--- src/rtl/board_store_if.sv ---
// rtl/board_store_if.sv - move/undo request and board readout bundle for board_store
interface board_store_if #(
  parameter int ROW_BITS   = 3,
  parameter int COL_BITS   = 3,
  parameter int PIECE_W    = 4,
  parameter int HIST_DEPTH = 8
);
  localparam int A       = ROW_BITS + COL_BITS;
  localparam int SQUARES = 2 ** A;
  localparam int CW      = $clog2(HIST_DEPTH + 1);

  logic                       MOVE_VALID;
  logic                       MOVE_READY;
  logic [A-1:0]               MOVE_FROM;
  logic [A-1:0]               MOVE_TO;
  logic [PIECE_W-1:0]         MOVE_PIECE;
  logic                       UNDO_VALID;
  logic                       UNDO_READY;
  logic [SQUARES*PIECE_W-1:0] BOARD_OUT;
  logic                       INIT_DONE;
  logic                       DONE;
  logic                       ERR;
  logic [PIECE_W-1:0]         CAPTURED;
  logic [CW-1:0]              HIST_COUNT;

  modport master (
    output MOVE_VALID, MOVE_FROM, MOVE_TO, MOVE_PIECE, UNDO_VALID,
    input  MOVE_READY, UNDO_READY, BOARD_OUT, INIT_DONE, DONE, ERR, CAPTURED, HIST_COUNT
  );

  modport slave (
    input  MOVE_VALID, MOVE_FROM, MOVE_TO, MOVE_PIECE, UNDO_VALID,
    output MOVE_READY, UNDO_READY, BOARD_OUT, INIT_DONE, DONE, ERR, CAPTURED, HIST_COUNT
  );
endinterface

--- src/rtl/board_store.sv ---
// rtl/board_store.sv - board register with start-image load, two-square moves and undo history
module board_store #(
  parameter int ROW_BITS   = 3,
  parameter int COL_BITS   = 3,
  parameter int PIECE_W    = 4,
  parameter int HIST_DEPTH = 8,
  parameter logic [(2**(ROW_BITS+COL_BITS))*PIECE_W-1:0] INIT_IMAGE =
    256'h42365324_11111111_00000000_00000000_00000000_00000000_99999999_CABEDBAC
) (
  input  logic         CLK,
  input  logic         RESET,
  board_store_if.slave bus
);
  localparam int A       = ROW_BITS + COL_BITS;
  localparam int SQUARES = 2 ** A;
  localparam int CW      = $clog2(HIST_DEPTH + 1);
  localparam int PTR_W   = (HIST_DEPTH > 1) ? $clog2(HIST_DEPTH) : 1;

  typedef enum logic [2:0] {INIT, IDLE, MV_TO, MV_FROM, UN_TO, UN_FROM} state_t;

  typedef struct packed {
    logic [A-1:0]       from;
    logic [A-1:0]       to;
    logic [PIECE_W-1:0] old_from;
    logic [PIECE_W-1:0] old_to;
  } hist_t;

  state_t                     state_q, state_d;
  logic [A-1:0]               init_cnt_q, init_cnt_d;
  logic [SQUARES*PIECE_W-1:0] board_q, board_d;
  hist_t                      hist_q [HIST_DEPTH];
  hist_t                      hist_d [HIST_DEPTH];
  logic [PTR_W-1:0]           wr_ptr_q, wr_ptr_d;
  logic [CW-1:0]              hist_count_q, hist_count_d;
  logic [A-1:0]               op_from_q, op_from_d;
  logic [A-1:0]               op_to_q, op_to_d;
  logic [PIECE_W-1:0]         op_to_val_q, op_to_val_d;
  logic [PIECE_W-1:0]         op_from_val_q, op_from_val_d;
  logic [PIECE_W-1:0]         op_cap_q, op_cap_d;
  logic [PIECE_W-1:0]         captured_q, captured_d;
  logic                       done_q, done_d;
  logic                       err_q, err_d;
  logic                       init_done_q, init_done_d;

  logic                       wr_en;
  logic [A-1:0]               wr_addr;
  logic [PIECE_W-1:0]         wr_data;
  logic [PTR_W-1:0]           ptr_inc, ptr_dec;
  hist_t                      hist_top;

  assign ptr_inc  = (wr_ptr_q == PTR_W'(HIST_DEPTH - 1)) ? '0 : wr_ptr_q + PTR_W'(1);
  assign ptr_dec  = (wr_ptr_q == '0) ? PTR_W'(HIST_DEPTH - 1) : wr_ptr_q - PTR_W'(1);
  assign hist_top = hist_q[ptr_dec];

  always_comb begin
    state_d       = state_q;
    init_cnt_d    = init_cnt_q;
    hist_d        = hist_q;
    wr_ptr_d      = wr_ptr_q;
    hist_count_d  = hist_count_q;
    op_from_d     = op_from_q;
    op_to_d       = op_to_q;
    op_to_val_d   = op_to_val_q;
    op_from_val_d = op_from_val_q;
    op_cap_d      = op_cap_q;
    captured_d    = captured_q;
    init_done_d   = init_done_q;
    done_d        = 1'b0;
    err_d         = 1'b0;
    wr_en         = 1'b0;
    wr_addr       = '0;
    wr_data       = '0;

    case (state_q)
      INIT: begin
        wr_en      = 1'b1;
        wr_addr    = init_cnt_q;
        wr_data    = INIT_IMAGE[init_cnt_q*PIECE_W +: PIECE_W];
        init_cnt_d = init_cnt_q + A'(1);
        if (init_cnt_q == A'(SQUARES - 1)) begin
          state_d     = IDLE;
          init_done_d = 1'b1;
        end
      end
      IDLE: begin
        // Undo has priority; MOVE_READY is already low whenever UNDO_VALID is high.
        if (bus.UNDO_VALID) begin
          if (hist_count_q == '0) begin
            err_d = 1'b1;
          end else begin
            op_from_d     = hist_top.from;
            op_to_d       = hist_top.to;
            op_to_val_d   = hist_top.old_to;
            op_from_val_d = hist_top.old_from;
            wr_ptr_d      = ptr_dec;
            hist_count_d  = hist_count_q - CW'(1);
            state_d       = UN_TO;
          end
        end else if (bus.MOVE_VALID) begin
          if (bus.MOVE_FROM == bus.MOVE_TO) begin
            err_d = 1'b1;
          end else begin
            op_from_d        = bus.MOVE_FROM;
            op_to_d          = bus.MOVE_TO;
            op_to_val_d      = bus.MOVE_PIECE;
            op_from_val_d    = '0;
            op_cap_d         = board_q[bus.MOVE_TO*PIECE_W +: PIECE_W];
            hist_d[wr_ptr_q] = '{from:     bus.MOVE_FROM,
                                 to:       bus.MOVE_TO,
                                 old_from: board_q[bus.MOVE_FROM*PIECE_W +: PIECE_W],
                                 old_to:   board_q[bus.MOVE_TO*PIECE_W +: PIECE_W]};
            wr_ptr_d         = ptr_inc;
            if (hist_count_q != CW'(HIST_DEPTH)) hist_count_d = hist_count_q + CW'(1);
            state_d          = MV_TO;
          end
        end
      end
      MV_TO, UN_TO: begin
        wr_en   = 1'b1;
        wr_addr = op_to_q;
        wr_data = op_to_val_q;
        state_d = (state_q == MV_TO) ? MV_FROM : UN_FROM;
      end
      MV_FROM, UN_FROM: begin
        wr_en   = 1'b1;
        wr_addr = op_from_q;
        wr_data = op_from_val_q;
        done_d  = 1'b1;
        if (state_q == MV_FROM) captured_d = op_cap_q;
        state_d = IDLE;
      end
      default: state_d = INIT;
    endcase

    board_d = board_q;
    if (wr_en) board_d[wr_addr*PIECE_W +: PIECE_W] = wr_data;
  end

  always_ff @(posedge CLK) begin
    // Board, history slots and operands need no reset: INIT rewrites every square
    // and a cleared count makes stale history slots unreachable.
    board_q       <= board_d;
    hist_q        <= hist_d;
    op_from_q     <= op_from_d;
    op_to_q       <= op_to_d;
    op_to_val_q   <= op_to_val_d;
    op_from_val_q <= op_from_val_d;
    op_cap_q      <= op_cap_d;
    if (RESET) begin
      state_q      <= INIT;
      init_cnt_q   <= '0;
      wr_ptr_q     <= '0;
      hist_count_q <= '0;
      captured_q   <= '0;
      done_q       <= 1'b0;
      err_q        <= 1'b0;
      init_done_q  <= 1'b0;
    end else begin
      state_q      <= state_d;
      init_cnt_q   <= init_cnt_d;
      wr_ptr_q     <= wr_ptr_d;
      hist_count_q <= hist_count_d;
      captured_q   <= captured_d;
      done_q       <= done_d;
      err_q        <= err_d;
      init_done_q  <= init_done_d;
    end
  end

  assign bus.MOVE_READY = (state_q == IDLE) & ~bus.UNDO_VALID;
  assign bus.UNDO_READY = (state_q == IDLE);
  assign bus.BOARD_OUT  = board_q;
  assign bus.INIT_DONE  = init_done_q;
  assign bus.DONE       = done_q;
  assign bus.ERR        = err_q;
  assign bus.CAPTURED   = captured_q;
  assign bus.HIST_COUNT = hist_count_q;
endmodule

--- src/flat_wrapper.sv ---
// flat-port wrapper written by rule: the top's interface ports become plain ports
module board_store_flat 
#(
  parameter int ROW_BITS   = 3,
  parameter int COL_BITS   = 3,
  parameter int PIECE_W    = 4,
  parameter int HIST_DEPTH = 8,
  parameter logic [(2**(ROW_BITS+COL_BITS))*PIECE_W-1:0] INIT_IMAGE =
    256'h42365324_11111111_00000000_00000000_00000000_00000000_99999999_CABEDBAC
)
  (CLK, RESET, bus_MOVE_VALID, bus_MOVE_FROM, bus_MOVE_TO, bus_MOVE_PIECE, bus_UNDO_VALID, bus_MOVE_READY, bus_UNDO_READY, bus_BOARD_OUT, bus_INIT_DONE, bus_DONE, bus_ERR, bus_CAPTURED, bus_HIST_COUNT);
  board_store_if #(.ROW_BITS(ROW_BITS), .COL_BITS(COL_BITS), .PIECE_W(PIECE_W), .HIST_DEPTH(HIST_DEPTH)) bus_i ();
  input  logic CLK;
  input  logic RESET;
  input wire logic [$bits(bus_i.MOVE_VALID)-1:0] bus_MOVE_VALID;
  input wire logic [$bits(bus_i.MOVE_FROM)-1:0] bus_MOVE_FROM;
  input wire logic [$bits(bus_i.MOVE_TO)-1:0] bus_MOVE_TO;
  input wire logic [$bits(bus_i.MOVE_PIECE)-1:0] bus_MOVE_PIECE;
  input wire logic [$bits(bus_i.UNDO_VALID)-1:0] bus_UNDO_VALID;
  output wire logic [$bits(bus_i.MOVE_READY)-1:0] bus_MOVE_READY;
  output wire logic [$bits(bus_i.UNDO_READY)-1:0] bus_UNDO_READY;
  output wire logic [$bits(bus_i.BOARD_OUT)-1:0] bus_BOARD_OUT;
  output wire logic [$bits(bus_i.INIT_DONE)-1:0] bus_INIT_DONE;
  output wire logic [$bits(bus_i.DONE)-1:0] bus_DONE;
  output wire logic [$bits(bus_i.ERR)-1:0] bus_ERR;
  output wire logic [$bits(bus_i.CAPTURED)-1:0] bus_CAPTURED;
  output wire logic [$bits(bus_i.HIST_COUNT)-1:0] bus_HIST_COUNT;
  assign bus_i.MOVE_VALID = bus_MOVE_VALID;
  assign bus_i.MOVE_FROM = bus_MOVE_FROM;
  assign bus_i.MOVE_TO = bus_MOVE_TO;
  assign bus_i.MOVE_PIECE = bus_MOVE_PIECE;
  assign bus_i.UNDO_VALID = bus_UNDO_VALID;
  assign bus_MOVE_READY = bus_i.MOVE_READY;
  assign bus_UNDO_READY = bus_i.UNDO_READY;
  assign bus_BOARD_OUT = bus_i.BOARD_OUT;
  assign bus_INIT_DONE = bus_i.INIT_DONE;
  assign bus_DONE = bus_i.DONE;
  assign bus_ERR = bus_i.ERR;
  assign bus_CAPTURED = bus_i.CAPTURED;
  assign bus_HIST_COUNT = bus_i.HIST_COUNT;
  board_store #(.ROW_BITS(ROW_BITS), .COL_BITS(COL_BITS), .PIECE_W(PIECE_W), .HIST_DEPTH(HIST_DEPTH), .INIT_IMAGE(INIT_IMAGE)) u_core (.CLK(CLK), .RESET(RESET), .bus(bus_i));
endmodule
--- config.mk ---
export PLATFORM = sky130hd
export DESIGN_NAME = board_store_flat
export DESIGN_NICKNAME = d
export VERILOG_FILES = /design/src/rtl/board_store_if.sv /design/src/rtl/board_store.sv /design/src/flat_wrapper.sv
export SDC_FILE = /design/constraint.sdc
export NUM_CORES = 1
export LEC_CHECK = 0
export BUFFER_PORTS_ARGS = -buffer_cell sky130_fd_sc_hd__clkbuf_2
export CORE_UTILIZATION = 32
export DETAILED_ROUTE_END_ITERATION = 12
export PLACE_DENSITY = 0.47
export SLEW_MARGIN = 40
export SYNTH_ARGS = -nofsm -noshare
export SYNTH_HDL_FRONTEND = slang
export SYNTH_SLANG_ARGS = --single-unit
--- constraint.sdc ---
create_clock -name CLK -period 6.9 [get_ports CLK]
set_input_delay 0.69 -clock CLK [delete_from_list [all_inputs] [get_ports CLK]]
set_output_delay 0.69 -clock CLK [all_outputs]
set_load 0.005 [all_outputs]
# Yosys cells after proc, flatten, opt, wreduce, memory -nomap -nowiden
# Cells that the tools add are included.
[word_totals]
register_bits = 463
input_bits = 20
out_inout_bits = 269
elab_cells = 146
[classes]
add_sub_neg = 6
order_cmp = 3
eq_ne = 15
shifts = 5
mux = 49
bitwise_logic = 6
reduce_logical = 16
[ops]
columns = ["operator", "count"]
rows = [
  ["256-bit by 9-bit variable part select with 4-bit output", 2],
  ["256-bit bitwise mux", 1],
  ["4-bit by 34-bit variable shift with 256-bit output (first input constant)", 1],
  ["256-bit by 9-bit variable part select with 4-bit output (first input constant)", 1],
  ["4-bit by 34-bit variable part select with 256-bit output", 1],
  ["160-bit bitwise mux", 1],
  ["20-bit binary-select mux with 3-bit select", 1],
  ["20-bit demux with 3-bit select", 1],
  ["20-bit 2-to-1 mux", 3],
  ["4-bit 2-to-1 mux", 13],
  ["6-bit 2-to-1 mux", 8],
  ["3-bit 2-to-1 mux", 12],
  ["8-bit negator with 34-bit output", 1],
  ["6-bit one-hot mux with 3 select lines", 1],
  ["3-bit one-hot mux with 4 select lines", 1],
  ["4-bit one-hot mux with 3 select lines", 1],
  ["4-bit AND reduction", 3],
  ["3-bit equality test (second input constant)", 3],
  ["3-bit inequality test (second input constant)", 3],
  ["4-bit >= comparator (second input constant)", 2],
  ["3-bit NOT with 4-bit output", 2],
  ["6-bit by 1-bit adder with 6-bit output (second input constant)", 1],
  ["3-bit by 2-bit equality test with 1-bit output (second input constant)", 2],
  ["6-bit equality test", 1],
  ["other kinds (21)", 34],
]

# Logic depth before layout (Yosys ltp)
[logic_depth]
ltp_word = 8
mapped_depth = 16
mapped_depth_nobuf = 11

# Worst setup path before layout
# Ideal clock, no wire load.
[synth_path]
kind = "input to register"
start = "input port bus_MOVE_TO[5]"
end = "register u_core.hist_q[120] in the netlist's numbering (enable)"
setup_time_ns = 0.422
arrival_ns = 3.273
t_required_ns = 6.478
path_slack_ns = 3.205
cell_stages = 7
path_buffers = 1
cell_sequence = "clkbuf_1 > xor2_1 > nor4_1 > a21boi_1 > and2_1 > nand2_1 > nor3_1"
[synth_via]
elab_chain_cells = 3
[synth_lines]
columns = ["item", "line", "text"]
rows = [
  ["from (decl)", "flat_wrapper.sv:17", "input wire logic [$bits(bus_i.MOVE_TO)-1:0] bus_MOVE_TO;"],
  ["6-bit equality test", "board_store.sv:100", "if (bus.MOVE_FROM == bus.MOVE_TO) begin"],
  ["1-bit NOT (no source line)", "n/a", ""],
  ["4-bit AND reduction (no source line)", "n/a", ""],
  ["to (signal assigned)", "board_store.sv:143", "hist_q <= hist_d;"],
  ["to (decl)", "board_store.sv:31", "hist_t hist_q [HIST_DEPTH];"],
]
# Every way passes these cells.
# A chain may end at the register's enable or synchronous reset.

# Final worst setup path
[layout_path]
start = "register u_core.state_q[1]"
end = "register u_core.board_q[72], in the netlist u_core.bus.BOARD_OUT[72] (enable)"
[layout_via]
elab_chain_cells = 3
word_cells_on_any_way = 7
cone_classes = "4 x eq/ne; 1 x mux; 2 x reduce/logical"
[layout_lines]
columns = ["item", "line", "text"]
rows = [
  ["from (decl)", "board_store.sv:28", "state_t state_q, state_d;"],
  ["from (signal assigned)", "board_store.sv:159", "state_q <= state_d;"],
  ["3-bit equality test (tied with other cells)", "board_store.sv:74", "case (state_q)"],
  ["5-bit OR reduction (no source line) *", "n/a", ""],
  ["1-bit 2-to-1 mux *", "board_store.sv:74", ""],
  ["to (signal assigned)", "board_store.sv:142", "board_q <= board_d;"],
  ["to (decl)", "board_store.sv:30", "logic [SQUARES*PIECE_W-1:0] board_q, board_d;"],
]
# Mark *: on every way between the ends. The rest lies on a longest branch, timed or not.

==> results.cfg <==
[synthesis]
synth_nets = 1585
syn-instance-count = 1554
syn_area_per_cell_um2 = 14.66
postSynth.asyncResetShare = 0
postSynth.topFlopCell = sky130_fd_sc_hd__edfxtp_1
synth_top_cells_by_count = sky130_fd_sc_hd__edfxtp_1 (440), sky130_fd_sc_hd__nor2_1 (258), sky130_fd_sc_hd__mux4_2 (178), sky130_fd_sc_hd__nor3_1 (100), sky130_fd_sc_hd__clkbuf_1 (65)
synth_largest_area_cell = sky130_fd_sc_hd__edfxtp_1
synth_cell_types = 72
ys_seq_area_frac = 0.6003
number_of_flip_flops_and_latches_in_the_synthesized_netlist = 463
netlist_top_cells_area = sky130_fd_sc_hd__edfxtp_1 (58%), sky130_fd_sc_hd__mux4_2 (18%), sky130_fd_sc_hd__nor2_1 (4.3%)
mappedNetlistArea_mm2 = 0.02278
synth.top_cell.area_share = 0.5801
edff_count_synth = 440
ys_warn_count = 0
post-synth-top-count-cell = sky130_fd_sc_hd__edfxtp_1

[floorplan]
io_pins = 289
chipWidth_um = 268.8
placeableCoreArea_mm2 = 0.07027
fp.dieArea_mm2 = 0.07225
start_util = 0.3241
chip_height_um = 268.8
num_rows = 97

[run]
timing.max_cap.violations = 0

[sta]
timing_max_transition_violations_final = 0
post-route-period-util = 0.6847
worst-slew-pin-transition_ps = 931.6
timing.max_slew.rel_slack = 0.3789
totalNegativeSetupSlack_ps = 0
hold_viol_final = 0
setup_violations = 0
grt_setup_unrepaired = false
worst_case_clock_skew_ps = 12.72
timing.hold.ws_ps = 469.0
finalWorstPathRequiredPeriod_ps = 4725
fmax_mhz = 211.7

[cells_and_area]
postLayoutCoreUtil = 0.3807
layout.filler_cells = 6678
drive_gt1_frac = 0.3546
design.final.nets = 1829
insertedDiodeCount = 0
area.growth.synth_to_final_pct = 17.46

[clock_tree]
ctsHtreeMaxLevel = 2
post-cts-setup-buffer-count = 0
tritoncts.num_buffers = 50
insertion_delay_ps = 610
post_cts.resized_instances = 0
tritoncts = yes
clock_transition_at_path_regs_ps = 60
cts_root_buf = sky130_fd_sc_hd__clkbuf_16
clock_sinks = 463
hold_buffer_count_at_cts = 0
cts-root-to-sink-buffers = 3

[setup_path]
critPathCaptureType = flop
critical_path_s_top_delay_family = simple AND/OR/NAND/NOR gates
crit_fanout = 21
regToRegStartpoint = u_core.state_q[1]
worstPathRequired_ps = 7140
regToRegEndpoint = u_core.bus.BOARD_OUT[72]
cp_cell_sequence = xnor2_2 > o21ai_4 > inv_2 > ha_1 > xor2_2 > nand2_1 > or3_1 > nor3_1
worst-endpoint-arrival_ps = 4970
max_stage_delay_ps = 810
critical_path.n_buffers_inverters = 1
cpMaxStageDelayCell = sky130_fd_sc_hd__dfxtp_1
start_kind = flop
worst_r2r_path_depth = 8
worst-setup-path-type = reg2reg
regToRegSetupSlack_ps = 2180

[grt]
number_of_global_route_vias_before_repair = 15400
grt_max_degree = 57
grtUsageTotal = 0.2499
gr-total-overflow = 0
grt_pass1_wl_um = 123800
initial_antenna_violation_count = 3

[detailed_routing]
detail_route.drc_violations = 0
num_vias = 16200
detail_route.iter0.violations = 2207
firstDrtPassIters = 7
wl_per_instance_um = 32.72
final_antenna_net_count = 0
routed_wl_um = 90830
viasPerCell = 5.835

[status]
status = complete, no violations

[power_and_ir_drop]
power.ir.vdd_worst_uv = 200.2
cellInternalPower_mw = 4.688
pwr_density_cell_mw_per_mm2 = 234.6
total_switching_power_mw = 1.588
pwr-share-comb = 0.097
seqPwrFrac = 0.491
power.static_leakage_nw = 8.257
p_sw_frac = 0.2531
pwr-share-clk = 0.413

[hold_path]
min_from = u_core.bus.CAPTURED[3]
hold_class = reg2reg
min_delay_path_depth = 2
holdPathEnd = u_core.bus.CAPTURED[3]

[placed_design]
gp_congestion = 0.8976
place_hpwl_um = 64180
placement.io_buffers = 288
## worst reg2reg max path: cells and delay by family, from the launching register on
family	cells	cell delay [ps]
DFF	1	810
xor gates and xnor gates	2	680
buffers and inverters	1	200
AOI/OAI and AO/OA	1	420
and+or+nand+nor	3	1850
adders and majority gates	1	390
## how the worst max path moves through the flow
stage,to,cells past startpoint,slack (ps),from
floorplan,u_core.hist_q[120],7,3210,bus_MOVE_TO[5]
global placement,u_core.bus.BOARD_OUT[74],7,2440,u_core.state_q[0]
detailed placement,u_core.bus.BOARD_OUT[72],7,2370,u_core.state_q[0]
CTS,u_core.bus.BOARD_OUT[72],7,2320,u_core.state_q[0]
global route,u_core.bus.BOARD_OUT[72],8,2000,u_core.state_q[1]
finish,u_core.bus.BOARD_OUT[72],8,2180,u_core.state_q[1]
## stage by stage
stage               setup WS, ps  std cells  area [µm²]  power (mW)
detailed placement          2366       2686       25190       3.726
global placement            2444       2685       25120       3.713
global route                2001       2776       26750       6.432
finish                      2175       2776       26750       6.276
floorplan                   3205       1554       22780       3.475
CTS                         2317       2776       26730       6.296
## power by group through the flow
stage               clock network (mW)  logic (mW)  registers, mW
global route                      2.73       0.627           3.08
finish                            2.59       0.606           3.08
detailed placement                   0       0.588           3.14
CTS                               2.63       0.589           3.08
global placement                     0       0.575           3.14
floorplan                            0       0.343           3.13
## registers in the layout, summed over array words and instances (netlist names)
signal                 cells
u_core.bus.BOARD_OUT     256
u_core.bus.CAPTURED        4
u_core.bus.DONE            1
u_core.bus.ERR             1
u_core.bus.HIST_COUNT      4
u_core.bus.INIT_DONE       1
u_core.hist_q            160
u_core.init_cnt_q          6
u_core.op_cap_q            4
u_core.op_from_q           6
u_core.op_from_val_q       4
u_core.op_to_q             6
u_core.op_to_val_q         4
u_core.state_q             3
u_core.wr_ptr_q            3
## kinds of logic after synthesis
logic type               count (synthesis)  synth area share
buffers and inverters                  154           0.03131
AND/OR/NAND/NOR                        543            0.1134
flip-flops                             463            0.6003
XOR/XNOR                                22           0.01060
adder cells (fa/ha/maj)                 11          0.006373
AO/OA/AOI/OAI                          127           0.03670
multiplexers                           234            0.2012
## layout by cell type, fill, tap and decap left out, types with 6 or more instances in the layout
cell type,Yosys,routed
sky130_fd_sc_hd__edfxtp_1,440,440
sky130_fd_sc_hd__clkbuf_2,1,283
sky130_fd_sc_hd__nor2_1,258,251
sky130_fd_sc_hd__mux4_2,178,178
sky130_fd_sc_hd__nor3_1,100,97
sky130_fd_sc_hd__clkbuf_16,0,50
sky130_fd_sc_hd__mux2i_1,45,45
sky130_fd_sc_hd__buf_4,3,45
sky130_fd_sc_hd__nand2_1,53,44
sky130_fd_sc_hd__a21oi_1,38,37
sky130_fd_sc_hd__dfxtp_1,23,22
sky130_fd_sc_hd__nor4_1,21,21
sky130_fd_sc_hd__nand3_1,26,20
sky130_fd_sc_hd__o21ai_0,21,19
sky130_fd_sc_hd__clkbuf_1,65,17
sky130_fd_sc_hd__or3_1,17,16
sky130_fd_sc_hd__nor2b_1,14,14
sky130_fd_sc_hd__inv_1,12,12
sky130_fd_sc_hd__a211oi_1,12,12
sky130_fd_sc_hd__mux2_2,11,11
sky130_fd_sc_hd__clkinv_1,1,11
sky130_fd_sc_hd__nand2b_1,11,11
sky130_fd_sc_hd__nor2_4,10,11
sky130_fd_sc_hd__nand2_2,1,10
sky130_fd_sc_hd__ha_1,10,10
sky130_fd_sc_hd__xor2_1,9,9
sky130_fd_sc_hd__o22ai_1,9,9
sky130_fd_sc_hd__xnor2_1,8,8
sky130_fd_sc_hd__o221ai_1,8,8
sky130_fd_sc_hd__and2_1,6,6
sky130_fd_sc_hd__nor2_2,0,6
sky130_fd_sc_hd__nor3_2,3,6
sky130_fd_sc_hd__nand3_2,0,6
sky130_fd_sc_hd__clkinv_2,0,6
## routing by layer
| metal | share of wire | up-vias | routed length, µm | global-route usage |
|---|---|---|---|---|
| li1 | - | 6560 | - | - |
| met1 | 0.40 | 8412 | 36740 | 0.3549 |
| met2 | 0.46 | 1084 | 41600 | 0.3849 |
| met4 | 0.035 | 0 | 3170 | 0.08615 |
| met3 | 0.10 | 141 | 9326 | 0.04429 |
| met5 | 0 | - | 0 | 0 |
## final cells by class
cell class | instances | area (µm²) | share of cell area
Clock buffer | 67 | 1315 | 0.04915
Clock inverter | 23 | 221.5 | 0.008278
Inverter | 14 | 52.55 | 0.001964
Multi-Input combinational cell | 937 | 8521 | 0.3185
Sequential cell | 463 | 13670 | 0.5111
Tap cell | 940 | 1176 | 0.04396
Timing Repair Buffer | 332 | 1793 | 0.06702
Power figures use the tool's default switching activity.
